[config.mk]
export PLATFORM = sky130hd
export DESIGN_NAME = pwm_capture
export DESIGN_NICKNAME = d
export VERILOG_FILES = /design/src/rtl/pwm_capture.sv
export SDC_FILE = /design/constraint.sdc
export NUM_CORES = 1
export LEC_CHECK = 0
export BUFFER_PORTS_ARGS = -buffer_cell sky130_fd_sc_hd__buf_4
export CORE_UTILIZATION = 55
export CTS_CLUSTER_SIZE = 30
export DETAILED_ROUTE_END_ITERATION = 8
export PLACE_DENSITY_LB_ADDON = 0.12
export SYNTH_ARGS = -nofsm -noshare
export SYNTH_HDL_FRONTEND = slang
export SYNTH_SLANG_ARGS = --single-unit
[constraint.sdc]
create_clock -name clk -period 5.3 [get_ports clk]
set_input_delay 0.265 -clock clk [delete_from_list [all_inputs] [get_ports clk]]
set_output_delay 0.265 -clock clk [all_outputs]
set_load 0.005 [all_outputs]
[src/rtl/pwm_capture.sv]
// PWM capture: synchronises pwm_in and measures the high time and rising-to-rising period
// of each complete cycle in clk cycles. A no-edge timeout flags loss of signal.
module pwm_capture #(
    parameter int WIDTH       = 32,
    parameter int TIMEOUT     = 2_000_000,
    parameter int SYNC_STAGES = 2
) (
    input  logic             clk,
    input  logic             rst_n,
    input  logic             pwm_in,
    output logic [WIDTH-1:0] high_time,
    output logic [WIDTH-1:0] period,
    output logic             valid,
    output logic             active
);

    typedef enum logic [1:0] {IDLE, WAIT_RISE, HIGH, LOW} state_t;

    localparam logic [WIDTH-1:0] TIMEOUT_CNT = WIDTH'(TIMEOUT);

    logic             sync_reg [SYNC_STAGES];
    logic             prev_reg;
    logic             s_lvl;
    logic             rise;
    logic             fall;
    logic             timed_out;

    state_t           state_reg, state_next;
    logic [WIDTH-1:0] cnt_reg, cnt_next;
    logic [WIDTH-1:0] hi_lat_reg, hi_lat_next;
    logic [WIDTH-1:0] high_time_reg, high_time_next;
    logic [WIDTH-1:0] period_reg, period_next;
    logic             valid_reg, valid_next;
    logic             active_reg, active_next;

    always_ff @(posedge clk) begin
        if (!rst_n) sync_reg[0] <= 1'b0;
        else        sync_reg[0] <= pwm_in;
    end

    generate
        for (genvar gi = 1; gi < SYNC_STAGES; gi++) begin : g_sync
            always_ff @(posedge clk) begin
                if (!rst_n) sync_reg[gi] <= 1'b0;
                else        sync_reg[gi] <= sync_reg[gi-1];
            end
        end
    endgenerate

    assign s_lvl     = sync_reg[SYNC_STAGES-1];
    assign rise      = s_lvl & ~prev_reg;
    assign fall      = ~s_lvl & prev_reg;
    assign timed_out = (cnt_reg == TIMEOUT_CNT);

    always_ff @(posedge clk) begin
        if (!rst_n) begin
            prev_reg      <= 1'b0;
            state_reg     <= IDLE;
            cnt_reg       <= '0;
            hi_lat_reg    <= '0;
            high_time_reg <= '0;
            period_reg    <= '0;
            valid_reg     <= 1'b0;
            active_reg    <= 1'b0;
        end else begin
            prev_reg      <= s_lvl;
            state_reg     <= state_next;
            cnt_reg       <= cnt_next;
            hi_lat_reg    <= hi_lat_next;
            high_time_reg <= high_time_next;
            period_reg    <= period_next;
            valid_reg     <= valid_next;
            active_reg    <= active_next;
        end
    end

    always_comb begin
        state_next     = state_reg;
        hi_lat_next    = hi_lat_reg;
        high_time_next = high_time_reg;
        period_next    = period_reg;
        valid_next     = 1'b0;
        active_next    = active_reg;
        // Saturate rather than wrap so a dead line can never alias a short period.
        cnt_next       = timed_out ? cnt_reg : cnt_reg + 1'b1;

        case (state_reg)
            IDLE: begin
                if (fall) state_next = WAIT_RISE;
            end
            WAIT_RISE: begin
                if (rise) begin
                    cnt_next   = WIDTH'(1);
                    state_next = HIGH;
                end
            end
            HIGH: begin
                if (fall) begin
                    hi_lat_next = cnt_reg;
                    state_next  = LOW;
                end else if (timed_out) begin
                    high_time_next = '0;
                    period_next    = '0;
                    active_next    = 1'b0;
                    state_next     = IDLE;
                end
            end
            LOW: begin
                // An edge arriving exactly at the timeout still counts as a valid period.
                if (rise) begin
                    high_time_next = hi_lat_reg;
                    period_next    = cnt_reg;
                    valid_next     = 1'b1;
                    active_next    = 1'b1;
                    cnt_next       = WIDTH'(1);
                    state_next     = HIGH;
                end else if (timed_out) begin
                    high_time_next = '0;
                    period_next    = '0;
                    active_next    = 1'b0;
                    state_next     = WAIT_RISE;
                end
            end
            default: state_next = IDLE;
        endcase
    end

    assign high_time = high_time_reg;
    assign period    = period_reg;
    assign valid     = valid_reg;
    assign active    = active_reg;

endmodule
==> results by group, run 1 <==
Critical path
  – Critical path type: register to register
  – Crit path capture type: register
  – Crit path largest cell delay: 0.97 ns
  – Top cell family by delay on the critical path: compound AO/OA/AOI/OAI gates
  – Category of the worst setup path launch point: register
  – Number of buffer and inverter instances along the worst setup path: 0
  – Critical Path, Cell by Cell: nor4b_1 > and4_1 > a41o_2 > nor3_1
  – Arrival time at the worst endpoint: 2.99 ns
  – Worst reg2reg setup slack: 2.67 ns
  – Required time of the critical path: 5.66 ns
  – Worst-path maximum fanout: 65
  – Critical-path cell with the highest stage delay: a41o_2

Global routing
  – Maximum number of pins on one net before global-route repair: 66
  – Antenna violations before repair: 0
  – Via count of the first global-routing pass: 4,316
  – First-pass GRT wire length: 21,700 um
  – Total gr overflow: 0
  – Total routing usage reported by global routing: 27.2%

STA
  – Total count of hold-check failures in the final report: 0
  – Slew at the pin closest to its max-slew limit: 1.23 ns
  – Sum Neg Setup Slack: 0 ns
  – Setup violators final: 0
  – Period utilization: 49.5%
  – Unrepaired setup endpoints after global routing: false
  – Total count of max-transition violations in the final report: 0
  – Final worst path period need: 2.63 ns
  – Max_slew headroom: 18.0%
  – Achievable clock frequency: 0.381 GHz
  – Clock Skew: 0.0115 ns

Route
  – Residual DRC count: 0
  – WL/cell: 15.8 um
  – Via count: 4,775
  – First drt pass iteration count: 5
  – Avg Vias per Cell: 5.66
  – Sum of routed wire length over all layers: 13,300 um
  – Remaining antenna violation count after routing: 0
  – First-iteration detailed-routing DRC count: 255

Logic synthesis
  – Number of synthesized register bits: 135
  – Async S/R FF share, synth: 0%
  – Synth area leader: dfxtp_1
  – Synth unique cells: 48
  – Synthesized instance count: 667
  – Most frequent cell after synthesis: nor3_1
  – Most used flip-flop cell after synthesis: dfxtp_1
  – Area share of the largest cell type after synthesis: 49.3%
  – Netlist area before placement: 5480 um^2
  – Average cell area after synthesis: 8.22 um^2
  – EDFF count, synth: 0
  – Synthesized net count: 672
  – Sequential share of the synthesized area: 49.3%
  – Top area cells in the synthesized netlist: dfxtp_1 (49%), nor3_1 (12%), nor2_1 (5.8%)
  – Yosys warnings: 0
  – Cell types with the highest counts after synthesis: nor3_1 (136), dfxtp_1 (135), nor2_1 (84), nand2_1 (77), a21oi_1 (49)

Pwr
  – Pwr Density: 349 nW/um^2
  – Net switching power of the design: 491 uW
  – Comb pwr share: 1.7%
  – Clock group share of total power: 52.8%
  – Pint: 1760 uW
  – Maximum vdd drop: 167 uV
  – Sequential fraction of design power: 45.5%
  – Net switching fraction of the power: 21.8%
  – Leak pwr: 0.00237 uW

Clocking
  – Depth of the CTS H-tree: 4
  – Master cell of the clock root buffer: clkbuf_8
  – Clock latency on the worst-skew pair: 0.53 ns
  – Clock sink count: 135
  – Number of buffers created by CTS: 17
  – Clock-pin slew reported for the worst setup and hold paths after clock tree synthesis: 0.06 ns
  – Longest Clk Path Bufs: 2
  – Post-CTS Setup Repair Bufs: 0
  – CTS tree: built

Placed design
  – Placer's final routability congestion estimate: 0.869
  – Post-DP HPWL: 8330 um
  – Port Buf Inserts: 68
  – Inst Count DP: 808

Floorplan
  – I/O pin cnt: 69
  – Initial cell density of the core: 56.3%
  – Die extent in x: 102 um
  – Die ar.: 10,400 um^2
  – # rows: 36
  – Placeable core region: 9730 um^2
  – Die Y-Extent: 102 um

Finish
  – Diodes inserted: 0
  – Final-stage net count: 702
  – Non-filler instance count after layout: 843
  – Area added between synthesis and finish: 17.8%
  – Ratio of cells with drive above 1 in the final layout: 16.2%

Outcome
  – Run status: finished, final reports clean

Min path
  – Worst Hold Class: register to register

Flow run
  – Number of violations of the max-capacitance limit: 0
-- final cells by class --
| cell class | count | area, um^2 |
|---|---|---|
| Clock buffer | 18 | 428 |
| Timing Repair Buffer | 74 | 563 |
| Sequential cell | 135 | 2700 |
| Fill cell | 883 | 3270 |
| Inverter | 10 | 37.5 |
| Tap cell | 133 | 166 |
| Clock inverter | 14 | 173 |
| Multi-Input combinational cell | 459 | 2380 |
-- cells by family after synthesis --
| kind of cell | share of synthesized area (%) |
|---|---|
| flip-flops | 49.3 |
| multiplexers | 0.594 |
| XOR/XNOR | 1.92 |
| adder cells (fa/ha/maj) | 0.457 |
| AO/OA/AOI/OAI | 7.19 |
| AND/OR/NAND/NOR | 33.2 |
| buffers and inverters | 7.35 |
-- through the flow --
step | hold WS (ns) | area, um^2 | total power [uW] | util [%] | worst slack (ns)
after floorplan | 0.387 | 5480 | 1080 | - | 3.46
after CTS | 0.457 | 6450 | 2260 | 66.3 | 2.67
final | 0.457 | 6450 | 2250 | 66.3 | 2.67
after global placement | 0.432 | 5820 | 1080 | 59.9 | 2.82
after detailed placement | 0.432 | 5820 | 1080 | 59.9 | 2.68
after global routing | 0.479 | 6450 | 2310 | 66.3 | 2.44
-- tightest hold or removal path: cells and delay by family, from the launching register on --
family	cells	cell delay [ns]
AND/OR/NAND/NOR	1	0.05
flip-flops	1	0.31
AO/OA/AOI/OAI	1	0.05
-- power by group through the flow --
stage	combinational [uW]	clock, uW	sequential, uW
after floorplan	32.2	0	1040
after global placement	35.7	0	1050
after detailed placement	35.9	0	1050
after CTS	37.8	1200	1020
after global routing	42.0	1250	1020
final	38.1	1190	1020
-- layout by cell type, fill, tap and decap left out, types with 3 or more instances in the layout --
cell	instances
o21ai_0	6
nand2_1	76
and3_1	6
nand3_1	11
nor3_1	136
dlygate4sd3_1	3
or4_1	8
and4_1	5
buf_4	71
nor2_1	84
xnor2_1	8
bufinv_16	3
o41ai_1	3
and2_1	3
inv_1	10
dfxtp_1	135
o31ai_1	8
nor4b_1	3
nand4_1	12
clkbuf_16	16
xor2_1	4
or3_1	4
a21oi_1	49
clkinvlp_4	5
nor4_1	9
-- final timing paths --
check                 startpoint              to  cells past startpoint
setup / recovery     cnt_reg[10]      period[17]                      4
hold / removal    hi_lat_reg[26]  hi_lat_reg[26]                      2
setup reg to reg     cnt_reg[10]      period[17]                      4
hold reg to reg   hi_lat_reg[26]  hi_lat_reg[26]                      2
-- metal layers --
metal  wire length (um)  GRT usage [%]  up-vias
li1                   -              -     2378
met1               6280           37.8     2231
met2               6130           42.0      148
met3                759           6.57       18
met4                132           8.13        0
met5                  0              0        -
-- timing repair --
| action | in CTS | in global routing |
|---|---|---|
| gates resized for setup | 0 | 0 |
| endpoints found under the hold margin | 2 | 0 |
| hold buffers | 3 | 0 |
(Power assumes the default switching activity.)
==> inputs of run 2 (changes only) <==
--- a/config.mk
+++ b/config.mk
@@ -6,7 +6,7 @@
 export NUM_CORES = 1
 export LEC_CHECK = 0
 export BUFFER_PORTS_ARGS = -buffer_cell sky130_fd_sc_hd__buf_4
-export CORE_UTILIZATION = 55
+export CORE_UTILIZATION = 52
 export CTS_CLUSTER_SIZE = 30
 export DETAILED_ROUTE_END_ITERATION = 8
 export PLACE_DENSITY_LB_ADDON = 0.12
==> constraint.sdc (replaced) <==
create_clock -name clk -period 2.4 [get_ports clk]
set_input_delay 0.12 -clock clk [delete_from_list [all_inputs] [get_ports clk]]
set_output_delay 0.12 -clock clk [all_outputs]
set_load 0.005 [all_outputs]
==> results by group, run 2 (synthesized netlist as in run 1, its figures left out) <==
STA
  – Hold slack final: 0.439 ns (-0.0186 ns)
  – Max_slew headroom: 56.6% (+39 points)
  – Total count of max-transition violations in the final report: 0 (unchanged)
  – Clock Skew: 0.00705 ns (-0.00449 ns)
  – Unrepaired setup endpoints after global routing: false
  – Final worst path period need: 2.18 ns (-0.445 ns)
  – Sum Neg Setup Slack: 0 ns (unchanged)
  – Total count of hold-check failures in the final report: 0 (unchanged)
  – Setup violators final: 0 (unchanged)
  – Period utilization: 90.9% (+41 points)
  – Slew at the pin closest to its max-slew limit: 0.646 ns (-0.580 ns)
  – Achievable clock frequency: 0.459 GHz (+20%)
  – Setup slack of the critical path after layout: 0.219 ns (-2.46 ns)

Pwr
  – Design Power: 5020 uW (+120%)
  – Maximum vdd drop: 822 uV (+390%)
  – Pwr Density: 758 nW/um^2 (+120%)
  – Leak pwr: 0.00249 uW (+4.8%)

Route
  – Remaining antenna violation count after routing: 0 (unchanged)
  – Sum of routed wire length over all layers: 13,500 um (+1.3%)
  – WL/cell: 15.7 um (-0.77%)
  – Via count: 4,901 (+2.6%)
  – Residual DRC count: 0 (unchanged)
  – Avg Vias per Cell: 5.69 (+0.49%)
  – First-iteration detailed-routing DRC count: 284 (+11%)
  – First drt pass iteration count: 6 (+1)

Critical path
  – Worst-path maximum fanout: 12 (-82%)
  – Critical Path, Cell by Cell: ha_1 > and4_1 > nand2_1 > nor4_1 > mux2_2
  – Crit Reg-Reg Endpoint: cnt_reg[30]
  – Critical path type: register to register
  – Crit path largest cell delay: 0.49 ns (-0.48 ns)
  – Required time of the critical path: 2.82 ns (-2.84 ns)
  – Critical-path cell with the highest stage delay: dfxtp_1
  – Category of the worst setup path launch point: register
  – R2R cell count: 5 (+1)
  – Arrival time at the worst endpoint: 2.60 ns (-0.39 ns)
  – Crit path capture type: register
  – Worst reg2reg setup slack: 0.22 ns (-2.46 ns)
  – Launch instance of the worst register-to-register path: cnt_reg[1]

Floorplan
  – I/O pin cnt: 69 (unchanged)
  – Die Y-Extent: 105 um (+2.8%)
  – Initial cell density of the core: 53.3% (-3.0 points)
  – Die ar.: 11,000 um^2 (+5.7%)
  – Placeable core region: 10,300 um^2 (+5.6%)
  – # rows: 37 (+2.8%)
  – Die extent in x: 105 um (+2.8%)

Global routing
  – First-pass GRT wire length: 22,300 um (+3.1%)
  – Antenna violations before repair: 0 (unchanged)
  – Total gr overflow: 0 (unchanged)
  – Via count of the first global-routing pass: 4,513 (+4.6%)
  – Maximum number of pins on one net before global-route repair: 43 (-35%)
  – Total routing usage reported by global routing: 26.1% (-1.1 points)

Finish
  – Most frequent standard cell in the layout excluding fill and tap cells: nor3_1
  – Area added between synthesis and finish: 20.9%
  – Diodes inserted: 0 (unchanged)
  – Final-stage net count: 718 (+2.3%)
  – Most frequent cells in the layout: nor3_1 (136), dfxtp_1 (135), nor2_1 (84), buf_4 (84), nand2_1 (76)
  – Ratio of cells with drive above 1 in the final layout: 17.8% (+1.6 points)

Placed design
  – Pre-CTS setup slack: 0.267 ns (-2.42 ns)
  – Port Buf Inserts: 68 (unchanged)
  – Placer's final routability congestion estimate: 0.898 (+3.4%)
  – Post-DP HPWL: 8930 um (+7.2%)

Clocking
  – CTS tree: built
  – Number of buffers created by CTS: 17 (unchanged)
  – Clock sink count: 135 (unchanged)
  – Depth of the CTS H-tree: 4 (unchanged)
  – Clock latency on the worst-skew pair: 0.53 ns (about the same)
  – Clock-pin slew reported for the worst setup and hold paths after clock tree synthesis: 0.06 ns (about the same)
  – Master cell of the clock root buffer: clkbuf_8
  – Longest Clk Path Bufs: 2 (unchanged)

Min path
  – Worst Hold Class: primary input to register
  – Worst hold path depth: 3 (+1)
  – End of the worst hold path: sync_reg[1]
  – Beginning of the worst hold path: rst_n

Flow run
  – Number of violations of the max-capacitance limit: 0 (unchanged)

Outcome
  – Run status: finished, final reports clean
-- run 2: worst max path at each step --
stage / startpoint / end / slack [ns] / depth (start not counted)
3_5_place_dp: cnt_reg[1] / cnt_reg[30] / 0.27 / 5
2_1_floorplan: cnt_reg[12] / cnt_reg[29] / 0.56 / 6
5_1_grt: cnt_reg[1] / cnt_reg[30] / 0.09 / 5
4_1_cts: cnt_reg[1] / cnt_reg[30] / 0.25 / 5
3_3_place_gp: cnt_reg[1] / cnt_reg[30] / 0.32 / 5
6_report: cnt_reg[1] / cnt_reg[30] / 0.22 / 5
-- run 2: routing by layer --
metal  part of all wire [%]  vias up  global-route usage, %
li1                       -     2407                      -
met3                    5.7       30                   6.67
met5                      0        -                      0
met2                     46      148                   39.9
met1                     47     2316                   34.6
met4                    1.8        0                   11.8
-- run 2: final cells by class --
type	instances	area [um^2]
inverter	10	37.5
clock inverter	12	178
tap	136	170
sequential	135	2700
timing repair buffer	90	721
clock buffer	19	432
fill	899	3650
multi-input combinational	459	2380
-- run 2: repair_timing --
item	CTS	global route
endpoints found under the hold margin	4	0
gates resized for setup	0	0
hold buffers	3	0
buffers inserted	0	0
-- run 2: power breakdown --
group / switching [uW] / leakage (uW) / internal [uW] / total, uW
Combinational: 65.9 / 0.00110 / 27.7 / 93.6
Clock: 957 / 0.000298 / 1710 / 2660
Sequential: 13.1 / 0.00109 / 2250 / 2260
Total: 1040 / 0.00249 / 3980 / 5020
-- run 2: worst max-delay path, delay by kind of cell (launching register included) --
family	cells	cell delay, ns
and+or+nand+nor	3	0.92
adders and majority gates	1	0.29
DFF	1	0.49
muxes	1	0.37
-- run 2: per-stage QoR --
step                utilization, %  cells  cell area (um^2)
global placement              58.2    827              5990
finish                        64.5    861              6630
detailed placement            58.2    827              5990
CTS                           64.5    861              6630
global route                  64.5    861              6630
floorplan                        -    667              5480
==> inputs of run 3 (changes only) <==
--- a/config.mk
+++ b/config.mk
@@ -6,7 +6,8 @@
 export NUM_CORES = 1
 export LEC_CHECK = 0
 export BUFFER_PORTS_ARGS = -buffer_cell sky130_fd_sc_hd__buf_4
-export CORE_UTILIZATION = 52
+export CORE_UTILIZATION = 54
+export CTS_BUF_LIST = sky130_fd_sc_hd__clkbuf_8
 export CTS_CLUSTER_SIZE = 30
 export DETAILED_ROUTE_END_ITERATION = 8
 export PLACE_DENSITY_LB_ADDON = 0.12
==> results by group, run 3 (synthesized netlist as in run 1, its figures left out) <==
Outcome
  – Run status: finished, final reports clean

Finish
  – Post-layout utilization of the core: 65.7% (+1.2 points)
  – Most frequent cells in the layout: nor3_1 (136), dfxtp_1 (135), nor2_1 (84), buf_4 (79), nand2_1 (76)
  – Ratio of cells with drive above 1 in the final layout: 17.1% (-0.73 points)
  – Final-stage net count: 713 (-0.70%)
  – Area added between synthesis and finish: 17.7%
  – Most frequent standard cell in the layout excluding fill and tap cells: nor3_1
  – Diodes inserted: 0 (unchanged)

Clocking
  – Master cell of the clock root buffer: clkbuf_8
  – CTS tree: built
  – Longest Clk Path Bufs: 2 (unchanged)
  – Post-CTS Setup Repair Bufs: 0 (unchanged)
  – PostCTS Resize Cnt: 0 (unchanged)
  – Depth of the CTS H-tree: 4 (unchanged)
  – Clock sink count: 135 (unchanged)
  – Number of buffers created by CTS: 17 (unchanged)
  – Count of hold-fix buffers inserted at cts: 3 (unchanged)
  – Clock-pin slew reported for the worst setup and hold paths after clock tree synthesis: 0.08 ns (+0.02 ns)
  – Clock latency on the worst-skew pair: 0.44 ns (-0.09 ns)

Route
  – Residual DRC count: 0 (unchanged)
  – Via count: 4,787 (-2.3%)
  – Avg Vias per Cell: 5.61 (-1.5%)
  – Sum of routed wire length over all layers: 12,800 um (-4.7%)
  – First drt pass iteration count: 5 (-1)
  – First-iteration detailed-routing DRC count: 379 (+33%)
  – WL/cell: 15.0 um (-3.9%)
  – Remaining antenna violation count after routing: 0 (unchanged)

Min path
  – Worst Hold Class: register to register

Global routing
  – Global-route track usage on met2: 38.3% (-1.6 points)
  – GRT met3 Usage: 6.24% (-0.44 points)
  – Most congested layer reported by global routing: met2
  – Total gr overflow: 0 (unchanged)
  – Maximum number of pins on one net before global-route repair: 56 (+30%)
  – First-pass GRT wire length: 20,600 um (-7.9%)
  – Total routing usage reported by global routing: 25.4% (-0.69 points)
  – Via count of the first global-routing pass: 4,093 (-9.3%)
  – Antenna violations before repair: 0 (unchanged)
  – Met1 capacity usage during global routing: 35.7% (+1.1 points)

Critical path
  – CP startpoint: cnt_reg[1]
  – Critical-path cell with the highest stage delay: dfxtp_1
  – Crit path capture type: register
  – Number of buffer and inverter instances along the worst setup path: 0 (unchanged)
  – Crit Reg-Reg Endpoint: cnt_reg[30]
  – Endpoint of the worst setup timing path: cnt_reg[30]
  – Number of stages on the worst setup path: 5 (unchanged)
  – Arrival time at the worst endpoint: 2.51 ns (-0.09 ns)
  – Worst-path maximum fanout: 12 (unchanged)
  – Crit path largest cell delay: 0.48 ns (about the same)
  – Required time of the critical path: 2.74 ns (-0.08 ns)
  – Category of the worst setup path launch point: register
  – R2R cell count: 5 (unchanged)
  – Top cell family by delay on the critical path: simple AND/OR/NAND/NOR gates
  – Worst reg2reg setup slack: 0.23 ns (about the same)
  – Critical Path, Cell by Cell: ha_1 > and4_1 > nand2_1 > nor4_1 > mux2_2
  – Critical path type: register to register
  – Launch instance of the worst register-to-register path: cnt_reg[1]

Floorplan
  – Initial cell density of the core: 55.8% (+2.5 points)
  – Die Y-Extent: 103 um (-1.8%)
  – Placeable core region: 9820 um^2 (-4.5%)
  – I/O pin cnt: 69 (unchanged)
  – Die extent in x: 103 um (-1.8%)
  – # rows: 36 (-2.7%)
  – Die ar.: 10,600 um^2 (-3.6%)

Pwr
  – Comb pwr share: 2.0% (about the same)
  – Design Power: 4590 uW (-8.6%)
  – Sequential fraction of design power: 49.2% (+4.1 points)
  – Leak pwr: 0.00241 uW (-3.1%)
  – Net switching fraction of the power: 20.7% (+0.094 points)
  – Net switching power of the design: 951 uW (-8.2%)
  – Maximum vdd drop: 426 uV (-48%)
  – Clock group share of total power: 48.8% (-4.3 points)
  – Pint: 3640 uW (-8.7%)
  – Pwr Density: 711 nW/um^2 (-6.1%)

STA
  – Period utilization: 90.5% (-0.36 points)
  – Sum Neg Setup Slack: 0 ns (unchanged)
  – Setup violators final: 0 (unchanged)
  – Unrepaired setup endpoints after global routing: false
  – Achievable clock frequency: 0.460 GHz (+0.39%)
  – Total count of max-transition violations in the final report: 0 (unchanged)
  – Clock Skew: 0.0130 ns (+0.00591 ns)
  – Max_slew headroom: 57.8% (+1.2 points)
  – Final worst path period need: 2.17 ns (-0.00858 ns)
  – Slew at the pin closest to its max-slew limit: 0.627 ns (-0.0181 ns)
  – Total count of hold-check failures in the final report: 0 (unchanged)

Placed design
  – Port Buf Inserts: 68 (unchanged)
  – Post-DP HPWL: 8610 um (-3.6%)
  – Placer's final routability congestion estimate: 0.848 (-5.7%)

Flow run
  – Number of violations of the max-capacitance limit: 0 (unchanged)
-- run 3: cell count changes in the layout (fill, tap and decap cells not counted), sizes merged --
cell    before  now
bufinv       4    6
buf         87   82
clkinv       7    2
inv         10   15
clkbuf      19   18
-- run 3: final cells by class --
cell class | instances | area [um^2]
Fill cell | 885 | 3370
Sequential cell | 135 | 2700
Multi-Input combinational cell | 459 | 2380
Timing Repair Buffer | 85 | 683
Clock buffer | 18 | 248
Clock inverter | 14 | 230
Tap cell | 133 | 166
Inverter | 10 | 37.5
-- run 3: tightest hold or removal path: cells and delay by family, from the launching register on --
| kind | cells | cell delay, ns |
|---|---|---|
| AOI/OAI and AO/OA | 1 | 0.05 |
| and+or+nand+nor | 1 | 0.05 |
| DFF | 1 | 0.31 |
-- run 3: power by group through the flow --
stage / combinational [uW] / sequential, uW / clock [uW]
CTS: 91.7 / 2260 / 2260
global placement: 85.7 / 2310 / 0
floorplan: 71.2 / 2300 / 0
finish: 93.0 / 2260 / 2240
global route: 103 / 2260 / 2370
detailed placement: 87.6 / 2310 / 0
-- run 3: per-stage QoR --
step | hold WS, ns | cell area, um^2 | cells | setup WS [ns]
global placement | 0.332 | 5940 | 819 | 0.341
finish | 0.457 | 6450 | 854 | 0.228
detailed placement | 0.339 | 5940 | 819 | 0.266
global route | 0.475 | 6450 | 854 | 0.0783
CTS | 0.447 | 6450 | 854 | 0.248
floorplan | 0.242 | 5480 | 667 | 0.561
-- run 3: worst min-delay path by stage --
| stage | startpoint | endpoint | slack, ns | depth (start not counted) |
|---|---|---|---|---|
| CTS | sync_reg[0] | sync_reg[1] | 0.45 | 1 |
| finish | hi_lat_reg[20] | hi_lat_reg[20] | 0.46 | 2 |
| global route | hi_lat_reg[22] | hi_lat_reg[22] | 0.48 | 2 |
| global placement | pwm_in | sync_reg[0] | 0.33 | 2 |
| detailed placement | pwm_in | sync_reg[0] | 0.34 | 2 |
| floorplan | pwm_in | sync_reg[0] | 0.24 | 1 |
-- run 3: metal layers --
layer | vias to the layer above | routed length (um)
met1 | 2214 | 6130
met2 | 164 | 5780
met3 | 20 | 716
met4 | 0 | 221
li1 | 2389 | -
met5 | - | 0
